## src/rtl/ack_bus_arbiter_rr_if.sv

```systemverilog
// ACK-bus arbitration bundle: per-source request/done toward the arbiter,
// one-hot grant and winner broadcast back to every block.
interface ack_bus_arbiter_rr_if #(
    parameter int NUM_SRC = 4,
    parameter int ID_W    = $clog2(NUM_SRC)
);
    logic [NUM_SRC-1:0] req;
    logic [NUM_SRC-1:0] done;
    logic [NUM_SRC-1:0] grant;
    logic [ID_W-1:0]    winner_id;
    logic               winner_valid;
    logic               ack_event;
    logic               timeout_err;

    modport master (
        output req, done,
        input  grant, winner_id, winner_valid, ack_event, timeout_err
    );

    modport slave (
        input  req, done,
        output grant, winner_id, winner_valid, ack_event, timeout_err
    );
endinterface

```

## src/rtl/ack_bus_arbiter_rr.sv

```systemverilog
// Registered ACK-bus arbiter: fixed-priority or round-robin one-hot grant held
// for a whole transfer, with a watchdog that forcibly releases a hung owner.
module ack_bus_arbiter_rr #(
    parameter int NUM_SRC = 4,
    parameter int ID_W    = $clog2(NUM_SRC),
    parameter int RR_EN   = 0,
    parameter int TIMEOUT = 64
) (
    input logic                 clk,
    input logic                 rst_n,
    ack_bus_arbiter_rr_if.slave bus
);

    localparam int CNT_W    = (TIMEOUT > 0) ? $clog2(TIMEOUT + 1) : 1;
    localparam int CNT_LAST = (TIMEOUT > 0) ? TIMEOUT - 1 : 0;
    localparam logic [ID_W-1:0] LAST_ID = ID_W'(NUM_SRC - 1);

    if (NUM_SRC < 2 || NUM_SRC > 16) begin : g_bad_num_src
        $error("ack_bus_arbiter_rr: NUM_SRC must be within 2..16");
    end

    typedef enum logic [1:0] {
        IDLE    = 2'd0,
        BUSY    = 2'd1,
        HOLDOFF = 2'd2
    } state_t;

    state_t             state;
    logic [ID_W-1:0]    ptr;
    logic [CNT_W-1:0]   cnt;
    logic [NUM_SRC-1:0] grant_q;
    logic [ID_W-1:0]    winner_q;
    logic               valid_q;
    logic               ack_q;
    logic               tout_q;

    logic [ID_W-1:0]    sel_id;
    logic [ID_W-1:0]    probe;
    logic               sel_hit;
    logic               release_req;
    logic               timeout_hit;

    // Search order starts at ptr in round-robin mode and at 0 in fixed mode.
    always_comb begin
        sel_id  = '0;
        sel_hit = 1'b0;
        probe   = '0;
        for (int k = 0; k < NUM_SRC; k++) begin
            if (RR_EN != 0) begin
                probe = ID_W'((int'(ptr) + k) % NUM_SRC);
            end else begin
                probe = ID_W'(k);
            end
            if (!sel_hit && bus.req[probe]) begin
                sel_id  = probe;
                sel_hit = 1'b1;
            end
        end
    end

    assign release_req = bus.done[winner_q] | ~bus.req[winner_q];
    assign timeout_hit = (TIMEOUT != 0) && (cnt == CNT_W'(CNT_LAST));

    always_ff @(posedge clk) begin
        if (!rst_n) begin
            state    <= IDLE;
            ptr      <= '0;
            cnt      <= '0;
            grant_q  <= '0;
            winner_q <= '1;
            valid_q  <= 1'b0;
            ack_q    <= 1'b0;
            tout_q   <= 1'b0;
        end else begin
            ack_q  <= 1'b0;
            tout_q <= 1'b0;
            unique case (state)
                IDLE: begin
                    if (sel_hit) begin
                        grant_q  <= NUM_SRC'(1) << sel_id;
                        winner_q <= sel_id;
                        valid_q  <= 1'b1;
                        ack_q    <= 1'b1;
                        cnt      <= '0;
                        ptr      <= (sel_id == LAST_ID) ? '0 : sel_id + ID_W'(1);
                        state    <= BUSY;
                    end
                end
                BUSY: begin
                    // Completion or abort takes precedence over the watchdog.
                    if (release_req) begin
                        grant_q <= '0;
                        valid_q <= 1'b0;
                        state   <= HOLDOFF;
                    end else if (timeout_hit) begin
                        grant_q <= '0;
                        valid_q <= 1'b0;
                        tout_q  <= 1'b1;
                        state   <= HOLDOFF;
                    end else if (cnt != '1) begin
                        cnt <= cnt + CNT_W'(1);
                    end
                end
                HOLDOFF: state <= IDLE;
                default: state <= IDLE;
            endcase
        end
    end

    assign bus.grant        = grant_q;
    assign bus.winner_id    = winner_q;
    assign bus.winner_valid = valid_q;
    assign bus.ack_event    = ack_q;
    assign bus.timeout_err  = tout_q;

endmodule
```

## src/flat_wrapper.sv

```systemverilog
// flat-port wrapper written by rule: the top's interface ports become plain ports
module ack_bus_arbiter_rr_flat 
#(
    parameter int NUM_SRC = 4,
    parameter int ID_W    = $clog2(NUM_SRC),
    parameter int RR_EN   = 0,
    parameter int TIMEOUT = 64
)
  (clk, rst_n, bus_req, bus_done, bus_grant, bus_winner_id, bus_winner_valid, bus_ack_event, bus_timeout_err);
  ack_bus_arbiter_rr_if #(.NUM_SRC(NUM_SRC), .ID_W(ID_W)) bus_i ();
  input logic clk;
  input logic rst_n;
  input wire logic [$bits(bus_i.req)-1:0] bus_req;
  input wire logic [$bits(bus_i.done)-1:0] bus_done;
  output wire logic [$bits(bus_i.grant)-1:0] bus_grant;
  output wire logic [$bits(bus_i.winner_id)-1:0] bus_winner_id;
  output wire logic [$bits(bus_i.winner_valid)-1:0] bus_winner_valid;
  output wire logic [$bits(bus_i.ack_event)-1:0] bus_ack_event;
  output wire logic [$bits(bus_i.timeout_err)-1:0] bus_timeout_err;
  assign bus_i.req = bus_req;
  assign bus_i.done = bus_done;
  assign bus_grant = bus_i.grant;
  assign bus_winner_id = bus_i.winner_id;
  assign bus_winner_valid = bus_i.winner_valid;
  assign bus_ack_event = bus_i.ack_event;
  assign bus_timeout_err = bus_i.timeout_err;
  ack_bus_arbiter_rr #(.NUM_SRC(NUM_SRC), .ID_W(ID_W), .RR_EN(RR_EN), .TIMEOUT(TIMEOUT)) u_core (.clk(clk), .rst_n(rst_n), .bus(bus_i));
endmodule
```

## config.mk

```make
export PLATFORM = sky130hd
export DESIGN_NAME = ack_bus_arbiter_rr_flat
export DESIGN_NICKNAME = d
export VERILOG_FILES = /design/src/rtl/ack_bus_arbiter_rr_if.sv /design/src/rtl/ack_bus_arbiter_rr.sv /design/src/flat_wrapper.sv
export SDC_FILE = /design/constraint.sdc
export NUM_CORES = 1
export LEC_CHECK = 0
export CORE_MARGIN = 10
export CORE_UTILIZATION = 44
export DETAILED_ROUTE_END_ITERATION = 12
export GPL_TIMING_DRIVEN = 0
export PLACE_DENSITY = 0.74
export SLEW_MARGIN = 0
export SYNTH_ARGS = -nofsm -noshare
export SYNTH_HDL_FRONTEND = slang
export SYNTH_SLANG_ARGS = --single-unit
```

## constraint.sdc

```tcl
create_clock -name clk -period 3.5 [get_ports clk]
set_clock_uncertainty 0.1 [all_clocks]
set_input_delay 0.525 -clock clk [delete_from_list [all_inputs] [get_ports clk]]
set_output_delay 0.525 -clock clk [all_outputs]
set_load 0.02 [all_outputs]
```

# Word-level counts from Yosys, hierarchy flattened
# Index checks and enable logic that the tools add are counted.
dict set report word_totals {
  reg_bits 18
  latchBits 0
  mem_bits_rw 0
  rom_bits 0
  in_bits 10
  output_inout_bits 9
  wordCells 66
  memories 0
}
dict set report classes {
  addsub 1
  mul 0
  div_mod_pow 0
  order_cmp 1
  n_eq_ne 8
  shifts 1
  mux 30
  n_bitwise 4
  reduce_logical 14
}
# operator count
set op_table {}
lappend op_table {{7-bit two-way mux} 4}
lappend op_table {{7-bit case mux with 2 select lines} 1}
lappend op_table {{1-bit two-way mux} 12}
lappend op_table {{4-bit two-way mux} 3}
lappend op_table {{2-bit two-way mux} 5}
lappend op_table {{4-bit case mux with 2 select lines} 1}
lappend op_table {{7-bit by 1-bit adder with 7-bit output, second input constant} 1}
lappend op_table {{7-bit by 6-bit equality test with 1-bit output, second input constant} 1}
lappend op_table {{7-bit != test, second input constant} 1}
lappend op_table {{2-bit AND reduction} 3}
lappend op_table {{5-bit AND reduction} 1}
lappend op_table {{1-bit binary-select mux with 2-bit select} 2}
lappend op_table {{2-bit by 1-bit != test with 1-bit output, second input constant} 2}
lappend op_table {{2-bit != test, second input constant} 2}
lappend op_table {{2-bit case mux with 2 select lines} 1}
lappend op_table {{1-bit by 2-bit left shift with 4-bit output, first input constant} 1}
lappend op_table {{1-bit logical AND} 3}
lappend op_table {{1-bit logical NOT} 3}
lappend op_table {{2-bit by 3-bit less-than comparator with 1-bit output, second input constant} 1}
lappend op_table {{3-bit by 1-bit != test with 1-bit output, second input constant} 1}
lappend op_table {{1-bit inverter} 3}
lappend op_table {{3-bit AND reduction} 1}
lappend op_table {{3-bit OR reduction} 1}
lappend op_table {{2-bit by 1-bit equality test with 1-bit output, second input constant} 1}
lappend op_table {{4 further kinds} 4}

# Logic depth before layout (Yosys ltp)
# Gate-level depths: netlist of the first run.
dict set report depth {
  word_depth 13
  depth_mapped 5
  ltp_nobuf 5
}

# Worst setup path after synthesis of the first run
# OpenSTA, ideal clock, no wires.
dict set report synth_timing {
  path_kind {input to register}
  startpoint {input port bus_req[3]}
  endpoint {register u_core.cnt[1]}
  setup_ns 0.066
  arrival_ns 1.651
  required_ns 3.334
  slack_ns 1.683
  path_stages 5
  n_path_buf 1
  path_cell_list {nor2b_1 > mux4_2 > buf_6 > a311o_1 > a21oi_2}
}
dict set report synth_via {
  elab_chain_cells 6
  elab_cells_between_ends 9
  cone_classes {eq/ne (2); mux (3); bitwise (2); reduce/logical (2)}
}
# item line_no
set synth_lines {}
lappend synth_lines {{start, declared} flat_wrapper.sv:13} ;# input wire logic [$bits(bus_i.req)-1:0] bus_req;
lappend synth_lines {{1-bit binary-select mux with 2-bit select} ack_bus_arbiter_rr.sv:61} ;# assign release_req = bus.done[winner_q] | ~bus.req[winner_q];
lappend synth_lines {{1-bit two-way mux (not written as such)} ack_bus_arbiter_rr.sv:61}
lappend synth_lines {{1-bit inverter} ack_bus_arbiter_rr.sv:61}
lappend synth_lines {{1-bit bitwise OR} ack_bus_arbiter_rr.sv:61}
lappend synth_lines {{2-bit != test (no line)} -}
lappend synth_lines {{5-bit AND reduction (no line) (*)} -}
lappend synth_lines {{end signal, assigned} ack_bus_arbiter_rr.sv:101} ;# cnt <= cnt + CNT_W'(1);
lappend synth_lines {{end, declared} ack_bus_arbiter_rr.sv:30} ;# logic [CNT_W-1:0] cnt;
# Mark *: on every way between the ends. The rest lies on a longest branch, timed or not. The select of a mux whose other input is x is not followed.
# A chain may end at the register's enable or synchronous reset.

# Worst setup path in the final report of the first run
dict set report layout_timing {
  startpoint {input port bus_req[0]}
  endpoint {register u_core.grant_q[2], in the netlist u_core.bus.grant[2]}
}
dict set report layout_via {
  elab_chain_cells 13
  elab_cells_between_ends 24
  cone_classes {eq/ne (2); shift (1); mux (12); bitwise (2); reduce/logical (7)}
}
# item line_no
set layout_lines {}
lappend layout_lines {{1-bit two-way mux} ack_bus_arbiter_rr.sv:54} ;# if (!sel_hit && bus.req[probe]) begin
lappend layout_lines {{1-bit logical NOT} ack_bus_arbiter_rr.sv:54}
lappend layout_lines {{1-bit logical AND} ack_bus_arbiter_rr.sv:54}
lappend layout_lines {{1-bit two-way mux} ack_bus_arbiter_rr.sv:54}
lappend layout_lines {{1-bit logical NOT} ack_bus_arbiter_rr.sv:54}
lappend layout_lines {{1-bit logical AND} ack_bus_arbiter_rr.sv:54}
lappend layout_lines {{1-bit two-way mux} ack_bus_arbiter_rr.sv:54}
lappend layout_lines {{1-bit logical NOT} ack_bus_arbiter_rr.sv:54}
lappend layout_lines {{1-bit logical AND} ack_bus_arbiter_rr.sv:54}
lappend layout_lines {{2-bit two-way mux} ack_bus_arbiter_rr.sv:54}
lappend layout_lines {{1-bit by 2-bit left shift with 4-bit output} ack_bus_arbiter_rr.sv:80} ;# grant_q <= NUM_SRC'(1) << sel_id;
lappend layout_lines {{4-bit two-way mux} ack_bus_arbiter_rr.sv:79} ;# if (sel_hit) begin
lappend layout_lines {{4-bit case mux with 2 select lines} ack_bus_arbiter_rr.sv:77} ;# unique case (state)
lappend layout_lines {{end signal, assigned} ack_bus_arbiter_rr.sv:80}
lappend layout_lines {{end, declared} ack_bus_arbiter_rr.sv:31} ;# logic [NUM_SRC-1:0] grant_q;
# Several ways; a longest one is shown, not always the timed one. The select of a mux whose other input is x is not followed.

==> metrics.md, run 1 <==
| Metric | Value |
|---|---|
| Run status | complete, no violations |
| Clock slew seen by the registers of the worst setup and hold paths | 100 ps |
| Depth of the critical timing path with buffers and inverters included | 5 |
| CP bufs+invs | 1 |
| Relative max-transition margin | 61.78% |
| Reg2Reg Depth | 3 |
| Via Count | just under 800 |
| Most common library cell in the layout ignoring fill and taps | sky130_fd_sc_hd__dfxtp_1 |
| Rows | 15 |
| Wire length reported by the detailed router | about 1.9 mm |
| Synth Instances | 94 |
| Antenna Diode Count | 0 |
| Floorplan die area | 3989 sq um |
| Area of the mapped netlist | ~820 sq um |
| Top fanout value on the critical path | 7 |
| Largest voltage drop on the vdd net | between 0.2 and 0.25 mV |
| GRT overflow | 0 |
| Final weighted congestion in routability-driven placement | 0.8189 |
| Post-CTS resize count | 0 |
| Power Dens Cells | 448.5 nW/um^2 |
| Unrepaired setup endpoints after global routing | false |
| Count of buffers from port buffering | 17 |
| Final worst path period share | between 60 and 70% |
| Antenna-violating nets left | 0 |
| Core box area | 1745 sq um |
| Synthesis Warnings | 0 |
| Pin count of the biggest net entering global routing | 11 |
| Filler Cells Inserted | 157 |
| Total of max-cap violations | 0 |
| CP Capture Type | flip-flop |
| Post-CTS Hold Fix Bufs | 0 |
| Vias in the first global route | 719 |
| Cell type of the slowest stage on the worst timing path | sky130_fd_sc_hd__clkdlybuf4s50_1 |
| Clock Sinks | 18 |
| Root cell of the clock tree | sky130_fd_sc_hd__clkbuf_4 |
| Setup_tns | 0 ps |
| Total setup buffers inserted after CTS | 0 |
| Fin nets | between 100 and 150 |
| Lkg Pwr | 0.4020 nW |
| Fraction of post-synthesis cell area in the top cell type by area | a little over two fifths |
| Number of DRC markers after the initial detailed-route iteration | 15 |
| Share of final-layout standard cells stronger than drive strength 1 | about 6% |
| Crit Path Category | in -> reg |
| CP cell instances | clkdlybuf4s50_1, nor2b_1, mux4_2, a21boi_1, o22ai_1 |
| Most frequent cells in the layout | sky130_fd_sc_hd__dfxtp_1, sky130_fd_sc_hd__clkdlybuf4s50_1, sky130_fd_sc_hd__nand2_1, sky130_fd_sc_hd__a31oi_1 |
| Measured slew at the worst slew-check pin | roughly 570 ps |
| Top cells by area in the synthesized netlist | sky130_fd_sc_hd__dfxtp_1, sky130_fd_sc_hd__nand2_1, sky130_fd_sc_hd__a31oi_1, sky130_fd_sc_hd__nor2b_1, sky130_fd_sc_hd__nand3_1 |
| Die Span X | between 60 and 70 um |
| Maximum clock path buffer count | 2 |
| Global-route wire length before repair | 3.201 mm |
| Kind of cell with the highest combined delay on the critical path | compound AO/OA/AOI/OAI gates |
| Synthesized area divided by synthesized cell count | between 8 and 9 sq um |
| Count of final max-slew check failures | 0 |
| DPL Wire Length | about 1.5 mm |
| Number of cells on the worst hold path | 2 |
| Endpoints failing setup | 0 |
| Starting density of the core | between 40% and 50% |
| Timing-limited maximum frequency | around 0.45 GHz |
| Pre-Repair DR Iteration Count | 5 |
| Layout-stage area growth over the synthesis result | 29.01% |
| Worst hold slack | between 300 and 400 ps |
| Number of distinct library cell variants in the gate-level netlist after synthesis | 32 |
| Total routing resource utilization after global routing | 9.536% |
| Number of ports placed on the die boundary | 19 |
| Hold violation total from the final report | 0 |
| Remaining design rule violation count | 0 |
| Crit path launch type | primary input |
| Area of all placed cells without fillers | between 1000 and 1500 sq um |
| Clock latency reported for the late side of the worst-skew pair | just under 300 ps |
| Worst path required time | between 3000 and 4000 ps |
| Detailed-route wire length per cell | 13.41 um |
| Delay of the slowest cell on the worst path | about 500 ps |
| Data arrival time of the worst path | around 2300 ps |
| Htree depth | 1 |
| Post-synthesis net count | between 100 and 150 |
| Most area-hungry cell type in the Yosys netlist | sky130_fd_sc_hd__dfxtp_1 |
| Vertical die dimension | between 60 and 70 um |
| Synthesized flop and latch total | 18 |
| Initial antenna violation count | 0 |
| Vias per cell | ~5.5 |
| Minimum clock period after layout | 2224 ps |
| Sequential area share after synthesis | a little over two fifths |
| Area post-placement | 1021 sq um |
| Worst hold path class | reg -> reg |
| Cts bufs inserted | 3 |
| TritonCTS clock tree | done |
-- state kept, by name, indices dropped and copies added, names as in the netlist --
signal                   cells
u_core.cnt                   7
u_core.bus.grant             4
u_core.bus.ack_event         1
u_core.bus.timeout_err       1
u_core.bus.winner_valid      1
u_core.bus.winner_id         2
u_core.state                 2
-- final timing paths --
path                                        startpoint  slack, ps                          endpoint
setup / recovery                            bus_req[0]       1280  u_core.bus.grant[2]$_SDFFE_PN0P_
setup reg to reg  u_core.bus.winner_id[1]$_SDFFE_PN1P_       1730  u_core.bus.grant[2]$_SDFFE_PN0P_
hold / removal        u_core.bus.grant[0]$_SDFFE_PN0P_        370  u_core.bus.grant[0]$_SDFFE_PN0P_
hold reg to reg       u_core.bus.grant[0]$_SDFFE_PN0P_        370  u_core.bus.grant[0]$_SDFFE_PN0P_
-- through the flow --
stage	total power, mW	util (%)	worst slack [ps]	instances
3_5_place_dp	0.3498	58.49	1021	136
4_1_cts	0.4771	60.57	1339	140
3_3_place_gp	0.3491	58.49	1040	136
5_1_grt	0.4981	60.57	1251	140
2_1_floorplan	0.3029	-	1683	94
6_report	0.4742	60.57	1276	140
-- cell usage after synthesis, drive strengths merged --
library cell   n
and2           2
mux4           1
nand2b         1
nor2           4
nand2         12
nor4           1
dfxtp         18
nor2b          5
nor3           1
a31oi          7
and4b          1
and3           1
o21a           3
clkbuf         1
buf            1
nand3          6
nor3b          1
a311o          2
o21ai          4
or3            1
a21oi          5
o22ai          2
nand3b         1
o31a           1
o32ai          2
mux2i          1
nand4          1
ha             1
a21boi         1
inv            6
-- logic make-up after synthesis --
logic type	share of synthesized area, %
buf+inv	4.579
fa+ha+maj	1.526
mux	3.969
flops	43.97
simple gates	23.82
compound gates	22.14
-- report_power, final --
| part | switching (mW) | internal, mW |
|---|---|---|
| logic | 0.0615 | 0.0530 |
| registers | 0.0120 | 0.219 |
| clock network | 0.0650 | 0.0634 |
| total | 0.139 | 0.336 |
-- routing by layer --
layer  vias up  global-route usage, %  wire, um
li1        389                      -         -
met1       360                  11.06       912
met2        20                  14.97       815
met3         2                  3.887       130
met4         0                  4.190        19
met5         -                      0         0
-- area by class of cell --
class	instances	area (sq um)	area share, %
Timing Repair Buffer	17	170.2	16.09
Inverter	6	22.52	2.130
Clock buffer	4	36.28	3.432
Tap cell	25	31.28	2.959
Multi-Input combinational cell	68	421.7	39.88
Sequential cell	18	360.3	34.08
Buffer	2	15.01	1.420
-- worst min-delay path, delay by kind of cell (launching register included) --
family,cells,cell delay [ps]
flops,1,330
compound gates,1,60
simple gates,1,50
Note: power is estimated with default switching activity, not from simulation.
==> run 2, diff against run 1 <==
CORE_UTILIZATION = 43   (was 44)
PLACE_DENSITY = 0.75   (was 0.74)
clock period = 1.85 ns   (was 3.5 ns; I/O delays follow)
==> run 2 against run 1 <==
Via count decreased by 1.9%. Sequential power up 89%. Largest power group unchanged. Register-to-register slack lost 1600 ps. Count of clock-buffer cells in the layout unchanged. Routed wire length rose by 1.1%. Design area increased by 0.59%. Critical endpoint is now u_core.cnt[3]$_SDFFE_PN0P_. Cell count is the same.
==> metrics.md, run 2 (same netlist as run 1, synthesis figures left out) <==
| Metric | Value |
|---|---|
| Global-route wire length before repair | 3.291 mm (+2.8%) |
| Timing-limited maximum frequency | 0.5690 GHz |
| Delay of the slowest cell on the worst path | 520 ps (about the same) |
| Htree depth | 1 (unchanged) |
| Endpoints failing setup | 0 (unchanged) |
| Measured slew at the worst slew-check pin | 569.8 ps (+0.8456 ps) |
| Die Span X | 63.66 um (+0.79%) |
| Lkg Pwr | 0.4234 nW (+5.3%) |
| Clock slew seen by the registers of the worst setup and hold paths | 100 ps (about the same) |
| Pre-Repair DR Iteration Count | 4 (-1) |
| Wire length reported by the detailed router | 1.897 mm (+1.1%) |
| Data arrival time of the worst path | 1890 ps (-400 ps) |
| Root cell of the clock tree | sky130_fd_sc_hd__clkbuf_4 |
| Core box area | 1764 sq um (+1.1%) |
| Pin count of the biggest net entering global routing | 11 (unchanged) |
| CP Capture Type | flip-flop |
| Setup_tns | 0 ps (unchanged) |
| Power share of the clock group | 27.5% (+0.4 points) |
| Fraction of power spent switching nets | 29.40% (+0.19 points) |
| Count of buffers from port buffering | 17 (unchanged) |
| Relative max-transition margin | 61.72% (about the same) |
| Most frequent cells in the layout | sky130_fd_sc_hd__dfxtp_1, sky130_fd_sc_hd__clkdlybuf4s50_1, sky130_fd_sc_hd__nand2_1, sky130_fd_sc_hd__a31oi_1 |
| DPL Wire Length | 1.476 mm (+1.2%) |
| Vias per cell | 5.400 (-1.9%) |
| Crit Path Category | in -> reg |
| GRT overflow | 0 (unchanged) |
| Total routing resource utilization after global routing | 9.675% (+0.14 points) |
| Antenna-violating nets left | 0 (unchanged) |
| Via Count | 756 (-1.9%) |
| P_sw | 264.1 uW (+91%) |
| Worst hold path class | in -> reg |
| Max FFs per register | 7 (unchanged) |
| Number of DRC markers after the initial detailed-route iteration | 32 (+17) |
| Unrepaired setup endpoints after global routing | false |
| Initial antenna violation count | 0 (unchanged) |
| Largest voltage drop on the vdd net | 0.4581 mV (+87%) |
| Starting density of the core | 46.45% (-0.50 points) |
| Final weighted congestion in routability-driven placement | 0.8749 (+6.8%) |
| Most common library cell in the layout ignoring fill and taps | sky130_fd_sc_hd__dfxtp_1 |
| Detailed-route wire length per cell | 13.55 um (+1.1%) |
| Cell type of the slowest stage on the worst timing path | sky130_fd_sc_hd__mux4_2 |
| Cts bufs inserted | 3 (unchanged) |
| Remaining design rule violation count | 0 (unchanged) |
| Vertical die dimension | 63.66 um (+0.79%) |
| Run status | complete, no violations |
| Clock latency reported for the late side of the worst-skew pair | 300 ps (about the same) |
| Largest register by flop count | u_core.cnt |
| Vias in the first global route | 763 (+6.1%) |
| Count of final max-slew check failures | 0 (unchanged) |
| Post-CTS Hold Fix Bufs | 0 (unchanged) |
| Maximum clock path buffer count | 2 (unchanged) |
| Antenna Diode Count | 0 (unchanged) |
| Worst path required time | 1980 ps (-1590 ps) |
| Power Dens Cells | 844.7 nW/um^2 (+88%) |
| Minimum clock period after layout | 1757 ps |
| Rows | 15 (unchanged) |
| Clock Sinks | 18 (unchanged) |
| Internal power | 634.2 uW (+89%) |
| Final core area utilization | 60.28% (-0.29 points) |
| Fin nets | 127 (unchanged) |
| Total of max-cap violations | 0 (unchanged) |
| Crit path launch type | primary input |
| Fraction of power consumed by combinational cells | 23.9% (-0.2 points) |
| TritonCTS clock tree | done |
| Hold violation total from the final report | 0 (unchanged) |
| Floorplan die area | 4052 sq um (+1.6%) |
| Portion of total power attributed to sequential cells | 48.7% (about the same) |
| Total setup buffers inserted after CTS | 0 (unchanged) |
| Final worst path period share | between 90 and 100% |
| Share of final-layout standard cells stronger than drive strength 1 | 6.957% (+0.87 points) |
| Layout-stage area growth over the synthesis result | 29.77% |
| CP cell instances | clkdlybuf4s50_1, nor2b_1, mux4_2, a311o_1, a31oi_1 |
| Number of ports placed on the die boundary | 19 (unchanged) |
| Top fanout value on the critical path | 5 (-2) |
==> run 2: worst max-delay path, delay by kind of cell <==
| family | cells | cell delay (ps) |
|---|---|---|
| multiplexers | 1 | 520 |
| AND/OR/NAND/NOR | 1 | 40 |
| AO/OA/AOI/OAI | 2 | 590 |
| buffers and inverters | 1 | 450 |
==> run 2: worst paths after layout <==
path / start / end / slack (ps) / cells after the start
setup / recovery: bus_done[3] / u_core.cnt[3]$_SDFFE_PN0P_ / 90 / 5
hold / removal: rst_n / u_core.bus.winner_id[1]$_SDFFE_PN1P_ / 200 / 2
setup reg to reg: u_core.bus.winner_id[1]$_SDFFE_PN1P_ / u_core.cnt[3]$_SDFFE_PN0P_ / 110 / 3
hold reg to reg: u_core.bus.grant[0]$_SDFFE_PN0P_ / u_core.bus.grant[0]$_SDFFE_PN0P_ / 370 / 2
==> run 2: area by class of cell <==
class / count / area (sq um)
clock buffer: 4 / 36.28
buffer: 2 / 15.01
tap: 25 / 31.28
fill: 165 / 700.7
sequential: 18 / 360.3
inverter: 6 / 22.52
timing repair buffer: 17 / 172.7
multi-input combinational: 68 / 425.4
==> run 2: per-stage QoR <==
| step | cell area (sq um) | power (mW) | hold slack [ps] | cells | worst slack [ps] |
|---|---|---|---|---|---|
| after floorplan | 819.5 | 0.5731 | 292.2 | 94 | 126.4 |
| after global placement | 1021 | 0.6598 | 347.9 | 136 | -384.9 |
| after detailed placement | 1021 | 0.6599 | 354.0 | 136 | -404.7 |
| after CTS | 1059 | 0.9027 | 199.8 | 140 | 5.182 |
| after global routing | 1064 | 0.9434 | 206.5 | 140 | 23.45 |
| final | 1064 | 0.8983 | 197.2 | 140 | 92.64 |
==> run 2: metal layers <==
layer	routed length (um)	track usage, %	vias up
met1	868	11.19	342
met2	824	14.45	24
met3	173	5.124	4
met4	31	4.098	0
met5	0	0	-
li1	-	-	386
==> run 2: power groups by stage <==
stage / combinational [mW] / clock [mW] / sequential, mW
finish: 0.215 / 0.247 / 0.437
global route: 0.236 / 0.266 / 0.442
CTS: 0.216 / 0.249 / 0.437
detailed placement: 0.215 / 0 / 0.445
global placement: 0.215 / 0 / 0.445
floorplan: 0.107 / 0 / 0.466
==> run 2: repair_timing <==
action                     in CTS  in global routing
setup endpoints to repair       8                  2
pin swaps                       0                  1
gates resized for setup         3                  2
